File: src/rtl/logic_op_pkg.sv
// Shared types for the logic_op_pipe streaming logic unit.
package logic_op_pkg;

  localparam int unsigned OP_W = 2;

  typedef enum logic [OP_W-1:0] {
    OP_AND  = 2'b00,
    OP_OR   = 2'b01,
    OP_XOR  = 2'b10,
    OP_NAND = 2'b11
  } op_e;

  // Control half of the stage-1 payload; operands stay WIDTH-parametrised in the pipe.
  typedef struct packed {
    op_e  op;
    logic acc;
  } s1_ctrl_t;

endpackage

File: src/rtl/logic_op_pipe_if.sv
// Operand/result stream bundle for logic_op_pipe; master drives operands, slave is the unit.
interface logic_op_pipe_if #(
  parameter int unsigned WIDTH = 8,
  parameter int unsigned CNT_W = 16
);
  import logic_op_pkg::*;

  logic             in_valid;
  logic             in_ready;
  logic [WIDTH-1:0] in_a;
  logic [WIDTH-1:0] in_b;
  op_e              in_op;
  logic             in_acc;
  logic             acc_clr;
  logic             out_valid;
  logic             out_ready;
  logic [WIDTH-1:0] out_result;
  logic             out_zero;
  logic [CNT_W-1:0] out_count;

  modport master (
    output in_valid, in_a, in_b, in_op, in_acc, acc_clr, out_ready,
    input  in_ready, out_valid, out_result, out_zero, out_count
  );

  modport slave (
    input  in_valid, in_a, in_b, in_op, in_acc, acc_clr, out_ready,
    output in_ready, out_valid, out_result, out_zero, out_count
  );

endinterface

File: src/rtl/logic_op_core.sv
// Combinational bitwise operator: res = op(a, b), no carries between bits.
module logic_op_core
  import logic_op_pkg::*;
#(
  parameter int unsigned WIDTH = 8
) (
  input  logic [WIDTH-1:0] a_i,
  input  logic [WIDTH-1:0] b_i,
  input  op_e              op_i,
  output logic [WIDTH-1:0] res_o
);

  always_comb begin
    res_o = '0;
    unique case (op_i)
      OP_AND:  res_o = a_i & b_i;
      OP_OR:   res_o = a_i | b_i;
      OP_XOR:  res_o = a_i ^ b_i;
      OP_NAND: res_o = ~(a_i & b_i);
    endcase
  end

endmodule

File: src/rtl/logic_op_pipe.sv
// Two-stage valid/ready bitwise logic unit with accumulate mode and delivered-result counter.
module logic_op_pipe
  import logic_op_pkg::*;
#(
  parameter int unsigned WIDTH = 8,
  parameter int unsigned CNT_W = 16
) (
  input logic            clk,
  input logic            rst,
  logic_op_pipe_if.slave bus
);

  logic             s1_valid_q, s1_valid_d;
  logic [WIDTH-1:0] s1_a_q, s1_a_d;
  logic [WIDTH-1:0] s1_b_q, s1_b_d;
  s1_ctrl_t         s1_ctrl_q, s1_ctrl_d;
  logic             s2_valid_q, s2_valid_d;
  logic [WIDTH-1:0] res_q, res_d;
  logic             zero_q, zero_d;
  logic [WIDTH-1:0] acc_q, acc_d;
  logic [CNT_W-1:0] cnt_q, cnt_d;

  logic             s2_free_c;
  logic             s1_adv_c;
  logic             in_ready_c;
  logic             accept_c;
  logic [WIDTH-1:0] core_b_c;
  logic [WIDTH-1:0] core_res_c;

  // Handshake: S1 may refill in the same cycle it drains, giving one beat per clock.
  always_comb begin
    s2_free_c  = !s2_valid_q || bus.out_ready;
    s1_adv_c   = s1_valid_q && s2_free_c;
    in_ready_c = !s1_valid_q || s2_free_c;
    accept_c   = bus.in_valid && in_ready_c;
    core_b_c   = s1_ctrl_q.acc ? acc_q : s1_b_q;
  end

  logic_op_core #(.WIDTH(WIDTH)) u_core (
    .a_i   (s1_a_q),
    .b_i   (core_b_c),
    .op_i  (s1_ctrl_q.op),
    .res_o (core_res_c)
  );

  always_comb begin
    s1_valid_d = s1_valid_q;
    s1_a_d     = s1_a_q;
    s1_b_d     = s1_b_q;
    s1_ctrl_d  = s1_ctrl_q;
    s2_valid_d = s2_valid_q;
    res_d      = res_q;
    zero_d     = zero_q;
    acc_d      = acc_q;
    cnt_d      = cnt_q;

    if (accept_c) begin
      s1_valid_d    = 1'b1;
      s1_a_d        = bus.in_a;
      s1_b_d        = bus.in_b;
      s1_ctrl_d.op  = bus.in_op;
      s1_ctrl_d.acc = bus.in_acc;
    end else if (s1_adv_c) begin
      s1_valid_d = 1'b0;
    end

    // Result registers only move on advance, so they hold while S2 is stalled.
    if (s1_adv_c) begin
      s2_valid_d = 1'b1;
      res_d      = core_res_c;
      zero_d     = (core_res_c == '0);
    end else if (bus.out_ready) begin
      s2_valid_d = 1'b0;
    end

    // Clear beats the advance update; the advancing beat already consumed the old acc.
    if (bus.acc_clr) begin
      acc_d = '0;
    end else if (s1_adv_c) begin
      acc_d = core_res_c;
    end

    if (s2_valid_q && bus.out_ready) begin
      cnt_d = cnt_q + CNT_W'(1);
    end
  end

  always_ff @(posedge clk) begin
    if (rst) begin
      s1_valid_q <= 1'b0;
      s1_a_q     <= '0;
      s1_b_q     <= '0;
      s1_ctrl_q  <= '{op: OP_AND, acc: 1'b0};
      s2_valid_q <= 1'b0;
      res_q      <= '0;
      zero_q     <= 1'b0;
      acc_q      <= '0;
      cnt_q      <= '0;
    end else begin
      s1_valid_q <= s1_valid_d;
      s1_a_q     <= s1_a_d;
      s1_b_q     <= s1_b_d;
      s1_ctrl_q  <= s1_ctrl_d;
      s2_valid_q <= s2_valid_d;
      res_q      <= res_d;
      zero_q     <= zero_d;
      acc_q      <= acc_d;
      cnt_q      <= cnt_d;
    end
  end

  assign bus.in_ready   = in_ready_c;
  assign bus.out_valid  = s2_valid_q;
  assign bus.out_result = res_q;
  assign bus.out_zero   = zero_q;
  assign bus.out_count  = cnt_q;

endmodule

File: src/flat_wrapper.sv
// flat-port wrapper written by rule: the top's interface ports become plain ports
module logic_op_pipe_flat import logic_op_pkg::*;
#(
  parameter int unsigned WIDTH = 8,
  parameter int unsigned CNT_W = 16
)
  (clk, rst, bus_in_valid, bus_in_a, bus_in_b, bus_in_op, bus_in_acc, bus_acc_clr, bus_out_ready, bus_in_ready, bus_out_valid, bus_out_result, bus_out_zero, bus_out_count);
  logic_op_pipe_if #(.WIDTH(WIDTH), .CNT_W(CNT_W)) bus_i ();
  input logic clk;
  input logic rst;
  input wire logic [$bits(bus_i.in_valid)-1:0] bus_in_valid;
  input wire logic [$bits(bus_i.in_a)-1:0] bus_in_a;
  input wire logic [$bits(bus_i.in_b)-1:0] bus_in_b;
  input wire logic [$bits(bus_i.in_op)-1:0] bus_in_op;
  input wire logic [$bits(bus_i.in_acc)-1:0] bus_in_acc;
  input wire logic [$bits(bus_i.acc_clr)-1:0] bus_acc_clr;
  input wire logic [$bits(bus_i.out_ready)-1:0] bus_out_ready;
  output wire logic [$bits(bus_i.in_ready)-1:0] bus_in_ready;
  output wire logic [$bits(bus_i.out_valid)-1:0] bus_out_valid;
  output wire logic [$bits(bus_i.out_result)-1:0] bus_out_result;
  output wire logic [$bits(bus_i.out_zero)-1:0] bus_out_zero;
  output wire logic [$bits(bus_i.out_count)-1:0] bus_out_count;
  assign bus_i.in_valid = bus_in_valid;
  assign bus_i.in_a = bus_in_a;
  assign bus_i.in_b = bus_in_b;
  assign bus_i.in_op = bus_in_op;
  assign bus_i.in_acc = bus_in_acc;
  assign bus_i.acc_clr = bus_acc_clr;
  assign bus_i.out_ready = bus_out_ready;
  assign bus_in_ready = bus_i.in_ready;
  assign bus_out_valid = bus_i.out_valid;
  assign bus_out_result = bus_i.out_result;
  assign bus_out_zero = bus_i.out_zero;
  assign bus_out_count = bus_i.out_count;
  logic_op_pipe #(.WIDTH(WIDTH), .CNT_W(CNT_W)) u_core (.clk(clk), .rst(rst), .bus(bus_i));
endmodule
File: config.mk
export PLATFORM = sky130hd
export DESIGN_NAME = logic_op_pipe_flat
export DESIGN_NICKNAME = d
export VERILOG_FILES = /design/src/rtl/logic_op_pkg.sv /design/src/rtl/logic_op_pipe_if.sv /design/src/rtl/logic_op_core.sv /design/src/rtl/logic_op_pipe.sv /design/src/flat_wrapper.sv
export SDC_FILE = /design/constraint.sdc
export NUM_CORES = 1
export LEC_CHECK = 0
export CORE_MARGIN = 1
export CORE_UTILIZATION = 50
export DETAILED_ROUTE_END_ITERATION = 16
export PLACE_DENSITY = 0.86
export SLEW_MARGIN = 20
export SYNTH_ARGS = -nofsm -noshare
export SYNTH_HDL_FRONTEND = slang
export SYNTH_SLANG_ARGS = --single-unit
File: constraint.sdc
create_clock -name clk -period 3.1 [get_ports clk]
set_input_delay 0.31 -clock clk [delete_from_list [all_inputs] [get_ports clk]]
set_output_delay 0.31 -clock clk [all_outputs]
set_load 0.005 [all_outputs]
# == Word level (Yosys, flattened, before mapping) ==
# Index checks and enable logic that the tools add are counted.
# totals
ff_bits,54
in_bits,24
wordCells,36
# classes
n_addsub,1
n_eq_ne,3
n_mux,6
bitwise,4
reduce_logical,12
# op_table
op,count
$pmux W8 S4,1
$add A16 B1 Y16 const B,1
$and A8 B8 Y8,1
$logic_not A8 Y1,1
$mux W8,1
$not A8 Y8,1
$or A8 B8 Y8,1
$xor A8 B8 Y8,1
$eq A2 B2 Y1 const B,2
$mux W1,4
$reduce_bool A2 Y1,2
$logic_and A1 B1 Y1,3
$eq A2 B1 Y1 const B,1
$logic_not A1 Y1,2
$logic_not A2 Y1,1
$logic_or A1 B1 Y1,2
$reduce_or A2 Y1,1

# == Longest topological paths before layout ==
# depth
word_depth,5
mapped_depth,10
ltp_nobuf,9

# == Cells and area by module ==
# From an unflattened synthesis, not the netlist that was laid out.
# hier_totals
hier_cells,311
area_unflattened_um2,2665.1
# by_module_without_submodules
module,instances,cells_per_inst,area_each_um2
logic_op_pipe,1,252,2112.0
logic_op_core,1,59,553.0

# == Least setup slack after synthesis ==
# OpenSTA, ideal clock, no wires.
# synth_path
path_type,register -> register
start,register u_core.s1_ctrl_q[0] (netlist bit)
end,"register u_core.zero_q, in the netlist u_core.bus.out_zero"
t_arrival_ns,1.887
required_ns,3.035
setup_slack_ns,1.147
stages_incl_launch_ff,10
n_path_buf,1
synth_period_minus_slack_ns,1.953
cell_sequence,dfxtp_1 clkbuf_1 mux2i_1 ha_1 nor2b_1 o21ai_0 o21ai_0 nand4b_1 a2bb2oi_1 nor2_1
# synth_between
elab_chain_len,5
# synth_rtl
item,line,text
start: declaration,logic_op_pipe.sv:16,"s1_ctrl_t s1_ctrl_q, s1_ctrl_d;"
start signal: assignment,logic_op_pipe.sv:93,"s1_ctrl_q <= '{op: OP_AND, acc: 1'b0};"
start signal: assignment,logic_op_pipe.sv:103,s1_ctrl_q <= s1_ctrl_d;
$mux W8 (*),logic_op_pipe.sv:36,core_b_c = s1_ctrl_q.acc ? acc_q : s1_b_q;
$and A8 B8 Y8,"logic_op_core.sv:16, logic_op_core.sv:19",
$not A8 Y8,logic_op_core.sv:19,OP_NAND: res_o = ~(a_i & b_i);
$pmux W8 S4 (*),logic_op_core.sv:15,unique case (op_i)
$logic_not A8 Y1 (*),logic_op_pipe.sv:71,zero_d = (core_res_c == '0);
end signal: assignment,logic_op_pipe.sv:106,zero_q <= zero_d;
end: declaration,logic_op_pipe.sv:19,"logic zero_q, zero_d;"
# Mark *: on every way between the ends. The rest lies on a longest branch, timed or not.
# A chain may end at the register's enable or synchronous reset.

# == Worst setup path after layout ==
# Same ends and word-level chain as after synthesis.

==> summary.txt <==
Finish
  • Total Nets Final: 402
  • Layout cells sized above 1: 0.0499
  • FILL cells: 432
  • Area grow syn2layout: 22.4%
  • N_diodes: 0
  • Most frequent cells in the layout: 54 x nor2_1, 54 x dfxtp_1, 50 x clkdlybuf4s50_1, 48 x nand2_1, 48 x a21oi_1
  • Core Util, Final: 0.652

STA
  • Final Hold Violating Endpoints: 0
  • Final Cycle Share: 0.714
  • Achievable clock frequency: 452 MHz
  • RSZ-0062 raised after global routing: no
  • Clock Skews: 0.00590 ns
  • Max-slew violation count: 0
  • Worst Tran Pin Value: 0.993 ns
  • Hold WS: 0.465 ns
  • Final setup fails: 0
  • Worst slew margin: 0.337
  • Min cycle time layout: 2.21 ns
  • Total Neg Setup Slack: 0 ns

Clocking
  • Post-CTS setup buffer count: 0
  • CTS resizes: 0
  • Max H-tree Level: 2
  • Clock Pin Slew Worst Setup and Hold Paths: 0.09 ns
  • Clk buf depth: 2
  • Root buffer cell: clkbuf_8
  • Clock sinks: 54
  • CTS Buf Count: 5
  • CTS Hold Buffers Added: 0
  • Clock Latency Late Sink: 0.31 ns
  • CTS tree: yes

Worst setup path
  • Crit path buffers/inverters: 1
  • Worst-path cell chain: mux2i_1, inv_1, ha_1, nor2_1, a211oi_1, a211oi_2, nand4_1, a2bb2oi_1, nor2_1
  • Worst Path Max Fanout: 9
  • Worst EP required: 3.35 ns
  • Largest delay share family, worst path: flip-flops
  • Worst stage delay on the critical path: 0.64 ns
  • Worst setup SP type: flop
  • Worst Setup End Kind: flop
  • Critical path class: reg -> reg
  • Critical path's slowest cell: dfxtp_1
  • Most frequent CP cell: nor2_1
  • Arr. time, crit path: 2.47 ns

Synthesis
  • Syn nets: 360
  • Post-synth EDFFs: 0
  • Sequential area share after synthesis: 0.418
  • Synthesized area: 0.00258 mm2
  • Yosys Warn Count: 0
  • Post-synthesis average cell area: 8.10 um2
  • Netlist cell types: 34
  • Most used flip-flop cell after synthesis: dfxtp_1
  • Yosys reg bits: 54
  • Synth Instances: 319
  • Fraction of registers with async set/reset: 0

Global route
  • GR Util met1: 0.263
  • Remaining global-route overflow: 0
  • M2 GR Usage: 0.358
  • Grt met3 use: 0.0412
  • Largest net degree at the start of global routing: 34
  • Antenna violations before repair: 0
  • First-pass GRT wire length: 8910 um
  • Vias in the first global route: 2030
  • Tot GR Track Use: 0.212
  • GR peak layer: met2

Placed design
  • DP HPWL: 3810 um
  • # port buffers: 50
  • Gp weighted congestion: 0.771

Power
  • PD cells: 406 mW/mm2
  • Maximum vdd drop: 0.285 mV
  • Leakage: 1.25 nW

Floorplanning
  • Starting Density: 0.533
  • Core Rows: 25
  • Top Ports: 51
  • Core area: 0.00485 mm2
  • Chip Height: 73.9 um
  • DIE AREA: 0.00546 mm2
  • Die Wd: 73.9 um

Detailed routing
  • Vias/cell: 5.19
  • Via count: 2221
  • First DRT Iteration DRCs: 120
  • Drt wl/cell: 12.4 um
  • 1st-pass router iterations: 4
  • Post-route antenna net violation count: 0
  • Residual DRC count: 0
  • Total wire length: 5320 um

Min path
  • Worst Hold Class: reg -> reg

Flow run
  • Max_cap viols: 0

Outcome
  • Status: complete, no violations
## report_power, final
group	total (mW)	switching [mW]	leakage (nW)	internal (mW)
registers	0.742	0.0265	0.440	0.716
clock network	0.376	0.221	0.0362	0.154
logic	0.166	0.0816	0.777	0.0839
## per-stage QoR
stage / area [um2] / instances / setup slack [ns] / total power [mW]
floorplan: 2580 / 319 / 1.15 / 0.860
global placement: 3080 / 421 / 1.06 / 0.914
detailed placement: 3080 / 421 / 0.987 / 0.921
CTS: 3160 / 428 / 0.907 / 1.29
global route: 3160 / 428 / 0.749 / 1.35
finish: 3160 / 428 / 0.887 / 1.28
## metal layers
layer  part of all wire  wire (um)
met4              0.023        121
met5                  0          0
met3              0.038        200
met2               0.48       2570
met1               0.46       2430
## path summary, 6_finish.rpt
check                           slack [ns]                              from                          endpoint  cells after the start
worst max register to register        0.89  u_core.s1_ctrl_q[0]$_SDFFE_PP0P_  u_core.bus.out_zero$_SDFFE_PP0P_                      9
worst max-delay path                  0.89  u_core.s1_ctrl_q[0]$_SDFFE_PP0P_  u_core.bus.out_zero$_SDFFE_PP0P_                      9
worst min register to register        0.46     u_core.s1_b_q[1]$_SDFFE_PP0P_     u_core.s1_b_q[1]$_SDFFE_PP0P_                      2
worst min-delay path                  0.46     u_core.s1_b_q[1]$_SDFFE_PP0P_     u_core.s1_b_q[1]$_SDFFE_PP0P_                      2
## cells in the mapped netlist (4+ instances only)
| cell type | n | share of area |
|---|---|---|
| nand3_1 | 5 | 0.0097 |
| inv_1 | 16 | 0.023 |
| clkbuf_1 | 4 | 0.0058 |
| nand2_1 | 48 | 0.070 |
| o21ai_0 | 4 | 0.0077 |
| xor2_1 | 11 | 0.037 |
| mux2i_1 | 9 | 0.035 |
| dfxtp_1 | 54 | 0.42 |
| a21oi_1 | 48 | 0.093 |
| buf_2 | 8 | 0.015 |
| nor2_1 | 54 | 0.078 |
| ha_1 | 17 | 0.082 |
| a211oi_1 | 7 | 0.020 |
## tightest hold or removal path, cell delays in order, from the launching register on
cell	delay [ns]
dfxtp_1	0.32
nand2_1	0.05
a21oi_1	0.05
## kinds of logic after synthesis
family | share of synthesized area
compound gates | 0.129
flops | 0.418
simple gates | 0.221
xor+xnor | 0.0475
mux | 0.0349
fa+ha+maj | 0.0823
buf+inv | 0.0668
## sequential cells by signal, summed over array words and instances (netlist names)
name / cells
u_core.bus.out_count: 16
u_core.acc_q: 8
u_core.bus.out_result: 8
u_core.s1_a_q: 8
u_core.s1_b_q: 8
u_core.s1_ctrl_q: 3
u_core.bus.out_valid: 1
u_core.bus.out_zero: 1
u_core.s1_valid_q: 1
## cell type report
class / instances / area, um2 / area share
Clock buffer: 5 / 68.8 / 0.0218
Clock inverter: 2 / 15.0 / 0.00475
Inverter: 16 / 60.1 / 0.0190
Multi-Input combinational cell: 231 / 1330 / 0.421
Sequential cell: 54 / 1080 / 0.342
Tap cell: 67 / 83.8 / 0.0265
Timing Repair Buffer: 53 / 523 / 0.165
(Power assumes the default switching activity.)
